### config.mk
export PLATFORM = sky130hd
export DESIGN_NAME = decode_stage_reg
export DESIGN_NICKNAME = d
export VERILOG_FILES = /design/src/rtl/decode_pkg.sv /design/src/rtl/imm_gen_x.sv /design/src/rtl/decode_stage_reg.sv
export SDC_FILE = /design/constraint.sdc
export NUM_CORES = 1
export LEC_CHECK = 0
export CAP_MARGIN = 20
export CORE_ASPECT_RATIO = 1.2
export CORE_MARGIN = 10
export CORE_UTILIZATION = 46
export CTS_BUF_LIST = sky130_fd_sc_hd__clkbuf_4
export DETAILED_ROUTE_END_ITERATION = 10
export MAX_ROUTING_LAYER = met4
export PLACE_DENSITY = 0.91
export SLEW_MARGIN = 20
export SYNTH_ARGS = -nofsm -noshare
export SYNTH_HDL_FRONTEND = slang
export SYNTH_HIERARCHICAL = 1
export SYNTH_SLANG_ARGS = --single-unit
### constraint.sdc
create_clock -name clk -period 6.3 [get_ports clk]
set_clock_uncertainty 0.05 [all_clocks]
set_input_delay 0.63 -clock clk [delete_from_list [all_inputs] [get_ports clk]]
set_output_delay 0.63 -clock clk [all_outputs]
set_load 0.01 [all_outputs]
### src/rtl/decode_pkg.sv
// decode_pkg: opcodes, immediate formats and bubble encoding shared by the decode stage
package decode_pkg;
  localparam logic [6:0] OPC_OP     = 7'd51;
  localparam logic [6:0] OPC_IMM    = 7'd19;
  localparam logic [6:0] OPC_LOAD   = 7'd3;
  localparam logic [6:0] OPC_JALR   = 7'd103;
  localparam logic [6:0] OPC_AUIPC  = 7'd23;
  localparam logic [6:0] OPC_LUI    = 7'd55;
  localparam logic [6:0] OPC_STORE  = 7'd35;
  localparam logic [6:0] OPC_BRANCH = 7'd99;
  localparam logic [6:0] OPC_JAL    = 7'd111;
  localparam logic [31:0] NOP_DEFAULT = 32'h00000013;
  typedef enum logic [2:0] {IMM_I, IMM_S, IMM_B, IMM_U, IMM_J} imm_type_t;
endpackage

### src/rtl/imm_gen_x.sv
// imm_gen_x: sign-extended immediate of the selected format
module imm_gen_x
  import decode_pkg::*;
#(
  parameter int XLEN = 32
) (
  input  logic [31:0]     ir,
  input  imm_type_t       imm_type,
  output logic [XLEN-1:0] imm
);
  logic [31:0] raw;
  always_comb begin
    raw = imm_type == IMM_S ? {{20{ir[31]}}, ir[31:25], ir[11:7]} :
          imm_type == IMM_B ? {{20{ir[31]}}, ir[7], ir[30:25], ir[11:8], 1'b0} :
          imm_type == IMM_U ? {ir[31:12], 12'b0} :
          imm_type == IMM_J ? {{12{ir[31]}}, ir[19:12], ir[20], ir[30:21], 1'b0} :
                              {{20{ir[31]}}, ir[31:20]};
  end
  assign imm = XLEN'($signed(raw));
endmodule

### src/rtl/decode_stage_reg.sv
// decode_stage_reg: registered decode with operand forwarding, load-use stall and ID/EX handshake
module decode_stage_reg
  import decode_pkg::*;
#(
  parameter int          XLEN      = 32,
  parameter logic [31:0] NOP_INSTR = NOP_DEFAULT,
  parameter logic        FWD_EN    = 1'b1,
  parameter int          CNT_W     = 16
) (
  input  logic             clk,
  input  logic             reset,
  input  logic             flush,
  input  logic             in_valid,
  output logic             in_ready,
  input  logic [31:0]      ir2_output,
  input  logic [XLEN-1:0]  pc2_output,
  input  logic [XLEN-1:0]  r1_value,
  input  logic [XLEN-1:0]  r2_value,
  input  logic             wb_valid,
  input  logic [4:0]       wb_rd,
  input  logic [XLEN-1:0]  z5_output,
  input  logic             ex_load,
  input  logic [4:0]       ex_rd,
  output logic             out_valid,
  input  logic             out_ready,
  output logic [31:0]      ir3,
  output logic [XLEN-1:0]  pc3,
  output logic [XLEN-1:0]  x3,
  output logic [XLEN-1:0]  y3,
  output logic [XLEN-1:0]  md3,
  output logic [XLEN-1:0]  br_target,
  output logic             illegal,
  output logic [CNT_W-1:0] stall_cnt
);
  logic [6:0] op;
  logic [4:0] rs1, rs2;
  logic [XLEN-1:0] rs1f, rs2f, imm, imm_i, x_n, y_n, bt_n;
  logic use_rs1, use_rs2, haz, adv, known;
  imm_type_t itype;
  assign op  = ir2_output[6:0];
  assign rs1 = ir2_output[19:15];
  assign rs2 = ir2_output[24:20];
  assign rs1f = rs1 == 5'd0 ? '0 : (FWD_EN && wb_valid && wb_rd == rs1) ? z5_output : r1_value;
  assign rs2f = rs2 == 5'd0 ? '0 : (FWD_EN && wb_valid && wb_rd == rs2) ? z5_output : r2_value;
  assign use_rs1 = !(op == OPC_LUI || op == OPC_AUIPC || op == OPC_JAL);
  assign use_rs2 = op == OPC_OP || op == OPC_STORE || op == OPC_BRANCH;
  assign haz = in_valid && ex_load && ex_rd != 5'd0 &&
               ((use_rs1 && rs1 == ex_rd) || (use_rs2 && rs2 == ex_rd));
  assign adv = !out_valid || out_ready;
  assign in_ready = flush || (adv && !haz);
  assign known = op inside {OPC_OP, OPC_IMM, OPC_LOAD, OPC_JALR, OPC_AUIPC,
                            OPC_LUI, OPC_STORE, OPC_BRANCH, OPC_JAL};
  always_comb begin
    itype = op == OPC_STORE ? IMM_S :
            op == OPC_BRANCH ? IMM_B :
            (op == OPC_LUI || op == OPC_AUIPC) ? IMM_U :
            op == OPC_JAL ? IMM_J : IMM_I;
  end
  imm_gen_x #(.XLEN(XLEN)) u_imm (.ir(ir2_output), .imm_type(itype), .imm(imm));
  // I-immediate is also the default target base, independent of the format selected above
  assign imm_i = XLEN'($signed(ir2_output[31:20]));
  always_comb begin
    x_n = op == OPC_LUI ? '0 :
          (op == OPC_JALR || op == OPC_AUIPC || op == OPC_JAL) ? pc2_output : rs1f;
    y_n = (op == OPC_JALR || op == OPC_JAL) ? XLEN'(4) :
          (op == OPC_IMM || op == OPC_LOAD || op == OPC_STORE ||
           op == OPC_AUIPC || op == OPC_LUI) ? imm : rs2f;
    bt_n = op == OPC_JALR ? (rs1f + imm_i) & ~XLEN'(1) :
           (op == OPC_BRANCH || op == OPC_JAL) ? pc2_output + imm : pc2_output + imm_i;
  end
  always_ff @(posedge clk or posedge reset) begin
    if (reset) begin
      out_valid <= 1'b0;
      ir3       <= NOP_INSTR;
      pc3       <= '0;
      x3        <= '0;
      y3        <= '0;
      md3       <= '0;
      br_target <= '0;
      illegal   <= 1'b0;
      stall_cnt <= '0;
    end else if (flush) begin
      out_valid <= 1'b0;
      ir3       <= NOP_INSTR;
    end else if (adv) begin
      if (haz || !in_valid) begin
        out_valid <= 1'b0;
        ir3       <= NOP_INSTR;
        if (haz && stall_cnt != '1) stall_cnt <= stall_cnt + 1'b1;
      end else begin
        out_valid <= 1'b1;
        ir3       <= ir2_output;
        pc3       <= pc2_output;
        x3        <= x_n;
        y3        <= y_n;
        md3       <= rs2f;
        br_target <= bt_n;
        illegal   <= !known;
      end
    end
  end
endmodule

==> reports/metrics.yaml, run 1 <==
finalMaxSlewViolations: 0
post_cts_buffers: 0
hpwlAfterDp_um: 48000
first_iter_violations: 1364
nets: 2310
ys_warn_count: 6
via_per_inst: 6.06
layout_commonest_cell: "clkdlybuf4s50_1"
cts.reportedPaths.clkPinSlew_ns: 0.07
cts_buffer_depth: 3
synth-edff-count: 0
cts_hold_buf: 0
core-area_um2: 30700
totalWireLength_um: 61600
ys_ff_latch: 210
finalSetupViolations: 0
cp-startpoint: "ir2_output[4]"
fin_setup_tns_ns: 0
gp_congestion: 1.00
drc_errors: 0
final_util: 0.631
synth_nets: 1941
n_fill_cell: 2578
netlist_area_um2: 14400
crit-reg2reg-launch: "out_valid"
die_x_um: 181
grt_util_all_layers: 0.312
start_kind: "input pin"
cts.htree.levels: 2
grt_pass1_wl_um: 91600
antenna_found_initial: 4
grt_pass1_vias: 15400
outcome: "complete, no violations"
drive_above_1_share: 0.0871
avgSynthCellArea_um2: 8.37
tightest_slew_ns: 1.03
hold_viol: 0
grt.overflow.total: 0
avgRoutedWirePerCell_um: 24.4
die_area_um2: 38700
clkLatencyLatePin_ns: 0.71
p_per_area_nw_per_um2: 229
ys_types: 84
fmax_mhz: 182
finalCritPeriodShare: 0.871
drv_cap: 0
arrival_ns: 6.07
port-buffer-count: 387
syn_inst: 1714
ys_seq_area_frac: 0.366
end_kind: "flop"
syn_to_final_growth_pct: 34.7
dr.pass1.iters: 7
mostFrequentLayoutCells: "387 x clkdlybuf4s50_1, 318 x nand2_1, 207 x dfrtp_1"
cts_root_buf: "clkbuf_4"
crit_path_max_fanout: 16
slew_headroom: 0.312
ant_nets: 0
fin_ws_ns: 0.810
rows: 70
via_count: 15300
rsz0062_at_grt: "no"
ir_drop_v: 0.000151
initial_core_util: 0.468
cp_data_required_time_ns: 6.88
ios: 388
grt_max_degree: 137
p_leak_nw: 8.30
cts_made_buffers: 56
fin_crit_ns: 5.49
cts_tree: "yes"
numClockSinks: 210
hold_class: "in2async"
async_flop_share: 1.00
cts_resized: 0
die_y_um: 214
ys.flop_type: "dfrtp_1"
pre_cts_slack_ns: 0.245
path_class: "in2reg"
[Yosys cell counts, types with 4 or more instances]
master | n | area (um2)
clkbuf_1 | 96 | 360
dfrtp_1 | 207 | 5180
a41oi_1 | 6 | 52.6
mux2i_1 | 69 | 691
a31oi_1 | 11 | 68.8
buf_6 | 6 | 67.6
nand2b_1 | 9 | 56.3
buf_1 | 12 | 45.0
xnor2_1 | 69 | 604
nand2_1 | 318 | 1190
o21ai_0 | 121 | 606
mux2_2 | 14 | 158
ha_1 | 48 | 601
nor3_1 | 56 | 280
a221oi_1 | 11 | 96.3
or4_1 | 6 | 45.0
a22oi_1 | 5 | 37.5
o21ai_1 | 4 | 20.0
o21bai_1 | 5 | 37.5
a2111oi_0 | 5 | 43.8
nor2_1 | 88 | 330
inv_1 | 29 | 109
a22o_1 | 29 | 254
and3_1 | 10 | 62.6
nand3_1 | 30 | 150
xor2_1 | 28 | 245
and2_1 | 6 | 37.5
a21o_1 | 56 | 420
o211ai_1 | 4 | 30.0
buf_2 | 4 | 20.0
nor4_1 | 7 | 43.8
nor2b_1 | 13 | 81.3
o31a_1 | 4 | 35.0
nand4_1 | 15 | 93.8
o31ai_1 | 70 | 526
or3_1 | 14 | 87.6
and4_1 | 9 | 78.8
o21a_1 | 7 | 52.6
and2b_1 | 4 | 30.0
a21oi_1 | 133 | 666
a211oi_1 | 9 | 67.6
[kinds of logic after synthesis]
family | synth area share
and+or+nand+nor | 0.188
AOI/OAI and AO/OA | 0.236
DFF | 0.366
buffers and inverters | 0.0435
xor gates and xnor gates | 0.0592
muxes | 0.0599
adders and majority gates | 0.0468
[power by group]
| part | total (W) | switching, W | internal [W] |
|---|---|---|---|
| logic | 0.00157 | 0.000821 | 0.000745 |
| clock network | 0.00121 | 0.000595 | 0.000610 |
| registers | 0.00166 | 0.000120 | 0.00154 |
| total | 0.00443 | 0.00154 | 0.00290 |
[per-layer routing]
| metal | GRT usage | up-vias | part of all wire |
|---|---|---|---|
| met2 | 0.529 | 817 | 0.49 |
| li1 | - | 6938 | - |
| met5 | - | - | 0 |
| met3 | 0.0658 | 236 | 0.079 |
| met4 | 0.200 | 0 | 0.069 |
| met1 | 0.329 | 7288 | 0.36 |
[sequential cells by signal (all words and copies together) (netlist names), 16 cells and up]
signal and cells:
br_target 32, ir3 32, md3 32, pc3 32, x3 32, y3 32, stall_cnt 16
[worst max-delay path: stages]
cell and delay (ns):
clkdlybuf4s50_1 0.59, nand3b_1 0.33, nor2_2 0.15, and2_1 0.23, buf_4 0.24, xnor2_1 0.09, a32o_1 0.22, mux2_2 0.29
ha_1 0.23, fa_1 0.41, a21o_1 0.19, a21oi_1 0.21, o21bai_1 0.10, a2111oi_0 0.44, buf_4 0.20, nor2_1 0.08
a31oi_1 0.34, a211oi_1 0.18, o21ai_0 0.27, buf_4 0.16, mux2i_1 0.16, o21ai_0 0.10, o31ai_2 0.18
[metrics by stage]
step           hold WS [ns]  std cells  instance area, um2  power (W)
3_3_place_gp          0.408       2420               18600    0.00321
3_5_place_dp          0.415       2420               18600    0.00324
6_report              0.330       2523               19300    0.00443
5_1_grt               0.363       2523               19300    0.00465
4_1_cts               0.302       2518               19300    0.00445
2_1_floorplan         0.456       1714               14400    0.00239
[area by class of cell]
cell class	count	area [um2]	share of cell area
multi-input cells	1354	8520	0.441
flip-flops and latches	210	5260	0.272
repair buffers	432	4250	0.220
clock buffers	85	638	0.0330
well taps	396	495	0.0256
inverters	29	113	0.00582
clock inverters	13	51.3	0.00265
diodes	4	10.0	0.000518
[worst paths after layout]
path	endpoint	slack (ns)	cells past startpoint
max in group asynchronous	pc3[21]	4.62	3
hold reg to reg	pc3[0]	0.42	2
setup / recovery	br_target[28]	0.81	23
min in group clk	pc3[0]	0.42	2
hold / removal	stall_cnt[6]	0.33	2
setup reg to reg	y3[28]	4.05	5
Note: power is estimated with default switching activity, not from simulation.
==> run 2: changes to the inputs <==
Settings changed: ABC_AREA set to 1, MAX_ROUTING_LAYER met4 to not set, PLACE_DENSITY 0.91 to 0.9.
==> run 2 against run 1 <==
Against the previous run:
- sequential power is essentially flat
- clock power is essentially flat
- utilization shrank 1.3 points
- setup slack gained 0.29 ns
- area after synthesis grew 5.4%
- first-iteration DRC count grew 39%
- die area grew 4.8%
- count of clock-buffer cells in the layout shrank 6
- largest cell class unchanged
==> reports/metrics.yaml, run 2 <==
outcome: "complete, no violations"
rows: 72  # +2.9%
ys_seq_area_frac: 0.348  # -0.0187
grt_pass1_wl_um: 108000  # +18%
crit_path_max_fanout: 11  # -5
hpwlAfterDp_um: 59500  # +24%
p_clk_frac: 0.260  # -0.012
syn_inst: 2146  # +25%
hold_viol: 0  # unchanged
nets: 2750  # +19%
crit_slowest_cell: "o21ai_0"
seqPwrFrac: 0.372  # -0.003
initial_core_util: 0.468  # -0.000508
cp_num_buf_inv: 6  # +2
slew_headroom: 0.207  # -0.105
core-area_um2: 32300  # +5.5%
timing.hold.ws_ns: 0.433  # +0.103 ns
power_frac_comb: 0.368  # +0.015
ys_types: 59  # -30%
p_leak_nw: 9.62  # +16%
finalCritPeriodShare: 0.826  # -0.0454
cts_buffer_depth: 3  # unchanged
fmax_mhz: 192  # +5.5%
slowest_delay_ns: 0.62  # +0.03 ns
yosysTopAreaCell: "dfrtp_1"
path_class: "in2reg"
post_cts_buffers: 0  # unchanged
fin_setup_tns_ns: 0  # unchanged
arrival_ns: 5.80  # -0.27 ns
netlist_area_um2: 15100  # +5.4%
synth-edff-count: 0  # unchanged
ys_warn_count: 6  # unchanged
rsz0062_at_grt: "no"
clkLatencyLatePin_ns: 0.70  # about the same
die_area_um2: 40600  # +4.8%
synth_top_area_share: 0.342  # -0.0185
yosysMostFrequentCell: "nand2_1"
avgSynthCellArea_um2: 7.05  # -16%
synth_nets: 2373  # +22%
grt_util_all_layers: 0.352  # +0.0394
swShare: 0.370  # +0.0236
drv_cap: 0  # unchanged
synth_area_leaders: "dfrtp_1 34%, nand2_1 15%, o21ai_0 9.9%"
drive_above_1_share: 0.0980  # +0.0109
cp_data_required_time_ns: 6.90  # +0.02 ns
cts_made_buffers: 55  # -1.8%
totalWireLength_um: 73300  # +19%
cts_hold_buf: 0  # unchanged
via_count: 17200  # +13%
finalSetupViolations: 0  # unchanged
postPlaceCellArea_um2: 19300  # +3.7%
async_flop_share: 1.00  # unchanged
ys_ff_latch: 210  # unchanged
grt_pass1_vias: 17100  # +11%
syn_to_final_growth_pct: 32.1
ir_drop_v: 0.000154  # +2.3%
finalMaxSlewViolations: 0  # unchanged
cts_resized: 0  # unchanged
internal-power_w: 0.00285  # -1.6%
cts.htree.levels: 2  # unchanged
fin_crit_ns: 5.20  # -0.286 ns
cts_tree: "yes"
gp_congestion: 1.07  # +6.7%
antenna_found_initial: 3  # -1
power_switching_w: 0.00168  # +9.1%
via_per_inst: 5.81  # -4.1%
grt_max_degree: 161  # +18%
ys.flop_type: "dfrtp_1"
ios: 388  # unchanged
end_kind: "flop"
cts.reportedPaths.clkPinSlew_ns: 0.07  # about the same
grt.overflow.total: 0  # unchanged
port-buffer-count: 387  # unchanged
ys_top_cells_by_count: "615 x nand2_1, 298 x o21ai_0, 233 x inv_1"
hold_class: "reg2reg"
fin_area_um2: 20000  # +3.3%
p_per_area_nw_per_um2: 227  # -1.2%
layout_commonest_cell: "nand2_1"
die_y_um: 219  # +2.4%
cp_common_cell: "o21ai_0"
cts_root_buf: "clkbuf_4"
avgRoutedWirePerCell_um: 24.7  # +1.1%
die_x_um: 186  # +2.4%
first_iter_violations: 1897  # +39%
mostFrequentLayoutCells: "615 x nand2_1, 387 x clkdlybuf4s50_1, 298 x o21ai_0"
start_kind: "input pin"
crit_family: "compound AO/OA/AOI/OAI gates"
numClockSinks: 210  # unchanged
drc_errors: 0  # unchanged
dr.pass1.iters: 6  # -1
tightest_slew_ns: 1.18  # +0.150 ns
ant_nets: 0  # unchanged
run 2: changes by cell type after synthesis, moves of 20 or more:
cell	delta
a21oi_1	-40
o21ai_0	+177
nand3_2	+22
xnor2_1	-55
clkbuf_1	-45
o31ai_1	-67
nand3_1	+76
nor3_1	-38
nand2_1	+297
a22o_1	-20
inv_1	+204
buf_2	+24
a21o_1	-54
mux2i_1	-68
run 2: kinds of logic after synthesis:
| group | after synthesis | share of synthesized area |
|---|---|---|
| AOI/OAI and AO/OA | 514 | 0.190 |
| xor gates and xnor gates | 41 | 0.0237 |
| adders and majority gates | 50 | 0.0424 |
| buffers and inverters | 339 | 0.0912 |
| DFF | 210 | 0.348 |
| muxes | 1 | 0.000662 |
| and+or+nand+nor | 991 | 0.304 |
run 2: tightest hold or removal path: cells and delay by family (launching register included):
| kind | cells | cell delay [ns] |
|---|---|---|
| AOI/OAI and AO/OA | 1 | 0.06 |
| and+or+nand+nor | 1 | 0.05 |
| DFF | 1 | 0.34 |
run 2: routing by layer:
layer,GRT usage,vias to the layer above,share of wire
met5,0,-,0.00018
met4,0.195,2,0.060
met3,0.0695,217,0.089
met2,0.594,969,0.48
met1,0.410,8206,0.37
li1,-,7848,-
run 2: path summary, 6_finish.rpt:
kind,cells after the start,to,slack (ns),from
worst max-delay path,25,br_target[29],1.10,ir2_output[5]
worst min-delay path,2,x3[6],0.43,x3[6]
worst max register to register,8,br_target[8],3.90,out_valid
worst min register to register,2,x3[6],0.43,x3[6]
max in group asynchronous,4,br_target[21],4.42,reset
min in group asynchronous,3,md3[29],0.44,reset
run 2: area by class of cell:
class | instances | area [um2]
clock inverter | 16 | 75.1
inverter | 245 | 923
sequential | 210 | 5260
fill | 2914 | 12400
tap | 407 | 509
multi-input combinational | 1597 | 8520
clock buffer | 79 | 593
timing repair buffer | 414 | 4100
antenna | 2 | 5.00
run 2: power by group through the flow:
stage	sequential [W]	clock, W	combinational (W)
floorplan	0.00177	0	0.000671
global placement	0.00169	0	0.00163
detailed placement	0.00170	0	0.00164
CTS	0.00168	0.00119	0.00165
global route	0.00170	0.00126	0.00178
finish	0.00168	0.00118	0.00167
run 2: metrics by stage:
step                      cells  setup WS, ns  utilization  power [W]
after floorplan            2146          2.18            -    0.00244
after global placement     2873         0.682        0.597    0.00332
after detailed placement   2873         0.638        0.597    0.00335
after CTS                  2968          1.34        0.618    0.00452
after global routing       2970         0.608        0.618    0.00474
final                      2970          1.10        0.618    0.00453
